**src/rtl/fifo_wr_arbiter.sv**
```systemverilog
// Round-robin write arbiter for the shared FIFO write port. A local credit count of
// free FIFO slots gates every write, so the FIFO's own full flag is never consulted.
module fifo_wr_arbiter #(
    parameter int NREQ  = 4,
    parameter int DW    = 8,
    parameter int DEPTH = 8,
    parameter int CW    = 4
) (
    input  logic                 clk,
    input  logic                 reset,
    input  logic [NREQ-1:0]      req,
    input  logic [NREQ*DW-1:0]   req_data,
    output logic [NREQ-1:0]      gnt,
    output logic                 fifo_wr,
    output logic [DW-1:0]        fifo_data,
    input  logic                 credit_ret,
    output logic [CW-1:0]        credits,
    output logic                 credit_err
);

    localparam int PW = (NREQ > 1) ? $clog2(NREQ) : 1;
    localparam logic [CW-1:0] CRED_MAX = CW'(DEPTH);
    localparam logic [PW-1:0] LAST_IDX = PW'(NREQ - 1);

    logic [PW-1:0]   ptr;
    logic [NREQ-1:0] elig_p0;
    logic [DW-1:0]   req_arr [NREQ];
    logic [PW-1:0]   win_p0;
    logic            found_p0;
    logic [PW:0]     idx_p0;
    logic            issue_p0;
    logic            ovf_p0;
    logic [CW-1:0]   credits_nxt;

    for (genvar i = 0; i < NREQ; i++) begin : g_unpack
        assign req_arr[i] = req_data[i*DW +: DW];
    end

    // Arbitration stage: a requester granted this cycle sits out until it can update req.
    assign elig_p0 = req & ~gnt;

    always_comb begin
        win_p0   = '0;
        found_p0 = 1'b0;
        idx_p0   = '0;
        for (int k = 0; k < NREQ; k++) begin
            idx_p0 = {1'b0, ptr} + (PW+1)'(k);
            if (idx_p0 >= (PW+1)'(NREQ)) begin
                idx_p0 = idx_p0 - (PW+1)'(NREQ);
            end
            if (!found_p0 && elig_p0[idx_p0[PW-1:0]]) begin
                win_p0   = idx_p0[PW-1:0];
                found_p0 = 1'b1;
            end
        end
    end

    assign issue_p0 = (credits != '0) && (elig_p0 != '0);
    assign ovf_p0   = credit_ret && !issue_p0 && (credits == CRED_MAX);

    // An issue and a returned credit in the same cycle cancel; a return at full count is dropped.
    always_comb begin
        credits_nxt = credits;
        if (issue_p0 && !credit_ret) begin
            credits_nxt = credits - 1'b1;
        end else if (!issue_p0 && credit_ret && !ovf_p0) begin
            credits_nxt = credits + 1'b1;
        end
    end

    // Output register stage
    always_ff @(posedge clk) begin
        if (!reset) begin
            gnt        <= '0;
            fifo_wr    <= 1'b0;
            fifo_data  <= '0;
            credits    <= CRED_MAX;
            credit_err <= 1'b0;
            ptr        <= '0;
        end else begin
            fifo_wr <= issue_p0;
            gnt     <= issue_p0 ? (NREQ'(1) << win_p0) : '0;
            if (issue_p0) begin
                fifo_data <= req_arr[win_p0];
                ptr       <= (win_p0 == LAST_IDX) ? '0 : win_p0 + 1'b1;
            end
            credits <= credits_nxt;
            if (ovf_p0) begin
                credit_err <= 1'b1;
            end
        end
    end

endmodule

```
**config.mk**
```make
export PLATFORM = sky130hd
export DESIGN_NAME = fifo_wr_arbiter
export DESIGN_NICKNAME = d
export VERILOG_FILES = /design/src/rtl/fifo_wr_arbiter.sv
export SDC_FILE = /design/constraint.sdc
export NUM_CORES = 1
export LEC_CHECK = 0
export ABC_AREA = 1
export CAP_MARGIN = 10
export CORE_ASPECT_RATIO = 1.4
export CORE_MARGIN = 2
export CORE_UTILIZATION = 44
export CTS_CLUSTER_DIAMETER = 40
export DETAILED_ROUTE_END_ITERATION = 12
export HOLD_SLACK_MARGIN = 0.12
export PLACE_DENSITY_LB_ADDON = 0.05
export SLEW_MARGIN = 10
export SYNTH_ARGS = -nofsm -noshare
export SYNTH_HDL_FRONTEND = slang
export SYNTH_SLANG_ARGS = --single-unit
```
**constraint.sdc**
```tcl
create_clock -name clk -period 2.6 [get_ports clk]
set_clock_uncertainty 0.15 [all_clocks]
set_input_delay 0.52 -clock clk [delete_from_list [all_inputs] [get_ports clk]]
set_output_delay 0.52 -clock clk [all_outputs]
set_load 0.005 [all_outputs]
```
Word-level counts from Yosys, hierarchy flattened
Cells that the tools add are included.
- register bits: 20
- input bits: 39
- output and inout bits: 18
- word-level logic and storage cells: 74
- add/subtract/negate cells: 10
- $lt $le $gt $ge: 9
- eq/ne operators: 2
- shifts and indexed selects: 1
- muxes and demuxes: 25
- bitwise gates (word level): 3
- reduce and logical (&&, ||, !) cells: 18
- operators by type and width (cell ; count):
    $mux 2 ; 9
    $bmux 8 s2 ; 1
    $mux 8 ; 2
    $ge 3x3->1 const B ; 4
    $lt 2x3->1 const B ; 4
    $bmux 1 s2 ; 4
    $logic_and 1x1->1 ; 8
    $mux 4 ; 2
    $reduce_bool 4->1 ; 2
    $sub 2x1->2 const B ; 4
    $mux 1 ; 7
    $add 2x2->3 const B ; 2
    $logic_not 1->1 ; 6
    $add 4x1->4 const B ; 1
    $and 4x4->4 ; 1
    $eq 4x4->1 const B ; 1
    $not 4->4 ; 1
    $shl 1x2->4 const A ; 1
    $sub 4x1->4 const B ; 1
    $add 2x1->3 const B ; 1
    $ge 2x3->1 const B ; 1
    $not 2->3 ; 1
    $add 2x1->2 const B ; 1
    $eq 2x2->1 const B ; 1
    2 further kinds ; 2

Logic depth before layout (Yosys ltp)
- depth in word-level cells: 18
- depth in mapped cells: 16
- mapped depth without buffers: 14

Least setup slack after synthesis
Ideal clock, no wire load.
- path kind: input -> register
- start point: input req[0]
- end point: register credits[3]
- library setup time: 0.062 ns
- arrival time: 2.110 ns
- data required time: 2.388 ns
- path slack: 0.278 ns
- cell stages on the path: 11
- path buffers: 0
- path through: inv_1 -> o2111ai_1 -> nand2_1 -> nor2_1 -> ha_1 -> nand2_1 -> nor2_1 -> a211oi_1 -> o21ai_0 -> or2_2 -> nand3_1
- longest elaborated chain between the ends: 9
- ends and longest elaborated chain (element ; RTL line ; source):
    start, declared ; 11 ; input logic [NREQ-1:0] req,
    $and 4x4->4 * ; 40 ; assign elig_p0 = req & ~gnt;
    $reduce_bool 4->1 * ; 58 ; assign issue_p0 = (credits != '0) && (elig_p0 != '0);
    $logic_and 1x1->1 * ; 58 ;
    $logic_not 1->1 ; 59, 66 ;
    $logic_and 1x1->1 ; 59, 66 ;
    $logic_and 1x1->1 ; 59 ; assign ovf_p0 = credit_ret && !issue_p0 && (credits == CRED_MAX);
    $logic_not 1->1 ; 66 ; end else if (!issue_p0 && credit_ret && !ovf_p0) begin
    $logic_and 1x1->1 ; 66 ;
    $reduce_bool 2->1 (no source line) ; n/a ;
    end signal, assigned ; 87 ; credits <= credits_nxt;
    end, declared ; 17 ; output logic [CW-1:0] credits,
Mark *: on every way between the ends. The rest lies on a longest branch, timed or not.
A chain may end at the register's enable or synchronous reset.

Final worst setup path
Ends and elaborated chain as after synthesis.

==> out/results.tsv <==
metric	value	unit
status	finished clean	
routedWlPerCell	10.7	um
grt_max_degree	18	
power.leakage	1.17	nW
ant_nets	0	
synth_top_area_frac	0.263	
drc_errors	0	
dieArea	0.00395	sq mm
htree_levels	1	
cts_buffer_depth	2	
die_x	53.7	um
io_buffer_count	56	
overflow	0	
startpoint_type	primary input	
worstPathRequired	2.64	ns
cts.sinks	20	
synthesis.area	0.00152	sq mm
syn_area_per_cell	6.02	sq um
stdcell_area	0.00226	sq mm
ys.flop_type	dfxtp_1	
cts_tree	yes	
hp-class	reg2reg	
final_util	0.676	
area_delta_synth_final	48.6	%
synthTopCellsByCount	nand2_1 (57), nand3_1 (53), inv_1 (47)	
setup_viol	0	
setup_slack	0.110	ns
fin_crit_sh	0.958	
grt_pass1_wl	6270	um
synth.distinct_cells	27	
ys_ff_latch	20	
wirelength	3840	um
io_pins	57	
hold_violations	0	
clkTransAtPathRegs	0.07	ns
yosys.area.top_type	dfxtp_1	
coreArea	0.00335	sq mm
dp.cells	354	
die_h	73.6	um
root_buffer	clkbuf_8	
synth_most_common_cell	nand2_1	
antenna_found_initial	0	
synth_area_leaders	dfxtp_1 (26%), nand3_1 (17%), nand2_1 (14%)	
async_flop_share	0	
synth_cells	253	
cts_made_buffers	3	
maxSlewViolCount	0	
nets	362	
diodes	0	
vias	1725	
ir_drop	701	uV
path_class	in2reg	
worstPathArrival	2.53	ns
place_area	0.00219	sq mm
dp_hpwl	3030	um
clk_latency	0.25	ns
final_cells	358	
cp-end-kind	register	
drt_pass1_iterations	4	
total_power	2.75	mW
synth_nets	295	
relSlewSlack	0.699	
fin_crit	2.49	ns
synth_warnings	0	
dp_slack	-0.287	ns
setup_tns	0	ns
start_util	0.455	
vias_per_cell	4.82	
max_freq	0.402	GHz
maxCapViolations	0	
drt_iter0_drc	31	
fp-row-count	25	
powerDensity	1220	mW/mm^2
grtUsageTotal	0.205	
drive_gt1_frac	0.107	
synth_edf_count	0	
grt_pass1_vias	1603	
yosysSeqAreaShare	0.263	
cp_max_fo	4	
holdWs	0.309	ns
gp_congestion	0.730	
max_slew.worst_pin.slew	0.449	ns
placed cells by master (no fill, tap or decap), drive strengths merged:
| master | instances |
|---|---|
| clkbuf | 3 |
| a211oi | 2 |
| a21oi | 5 |
| a21boi | 1 |
| o2111ai | 1 |
| xor2 | 1 |
| nor2 | 27 |
| ha | 2 |
| nand3b | 10 |
| clkdlybuf4s50 | 56 |
| nor3 | 2 |
| nand3 | 54 |
| buf | 14 |
| or2 | 1 |
| clkinv | 1 |
| fa | 1 |
| dfxtp | 20 |
| o21ai | 4 |
| inv | 51 |
| nand2 | 62 |
sequential cells by signal (all words and copies together) (netlist names):
register    cells
credit_err      1
credits         4
fifo_data       8
fifo_wr         1
gnt             4
ptr             2
repair_timing:
item	4_1_cts	5_1_grt
hold endpoints to repair	0	0
setup buffers	0	1
pin swaps	0	1
endpoints found under the setup margin	1	1
resized for setup	1	4
hold buffers	0	0
power by group:
part / switching [mW] / leakage [nW] / total [mW] / internal [mW]
clock network: 0.0935 / 0.0216 / 0.196 / 0.103
registers: 0.0962 / 0.166 / 0.520 / 0.424
logic: 1.12 / 0.980 / 2.03 / 0.920
total: 1.30 / 1.17 / 2.75 / 1.45
layer usage:
layer,track usage,vias to the layer above,share of wire
met2,0.409,48,0.55
met1,0.221,753,0.41
met3,0.0305,0,0.039
li1,-,924,-
met5,0,-,0
met4,0.0199,0,0
worst max-delay path: stages:
cell and delay [ns]:
clkdlybuf4s50_1 0.48, inv_1 0.04, o2111ai_1 0.18, nand2_1 0.13, nor2_4 0.15, ha_1 0.25, nand2_1 0.06, nor2_1 0.04
a211oi_2 0.19, o21ai_1 0.13, or2_2 0.28, nand3_1 0.06
layout make-up:
type                       count  area [sq um]
tap                           40          50.0
clock buffer                   3          41.3
multi-input combinational    173           882
fill                         299          1080
sequential                    20           400
inverter                      52           198
timing repair buffer          70           691
worst paths after layout:
path,from,endpoint,depth (start not counted),slack (ns)
max reg2reg,ptr[0]$_SDFFE_PN0N_,fifo_data[3]$_SDFFE_PN0N_,13,0.40
max,req[0],credits[3]$_SDFFE_PN1P_,12,0.11
min reg2reg,credit_err$_SDFFE_PN0P_,credit_err$_SDFFE_PN0P_,2,0.31
min,credit_err$_SDFFE_PN0P_,credit_err$_SDFFE_PN0P_,2,0.31
logic make-up (layout without fill, tap and decap cells):
kind of cell	Yosys count	after routing	share of synthesized area
and+or+nand+nor	156	156	0.475
buffers and inverters	60	125	0.174
DFF	20	20	0.263
AOI/OAI and AO/OA	13	13	0.0526
adders and majority gates	3	3	0.0296
xor gates and xnor gates	1	1	0.00575
No activity file was read; power rests on OpenSTA's default activity.
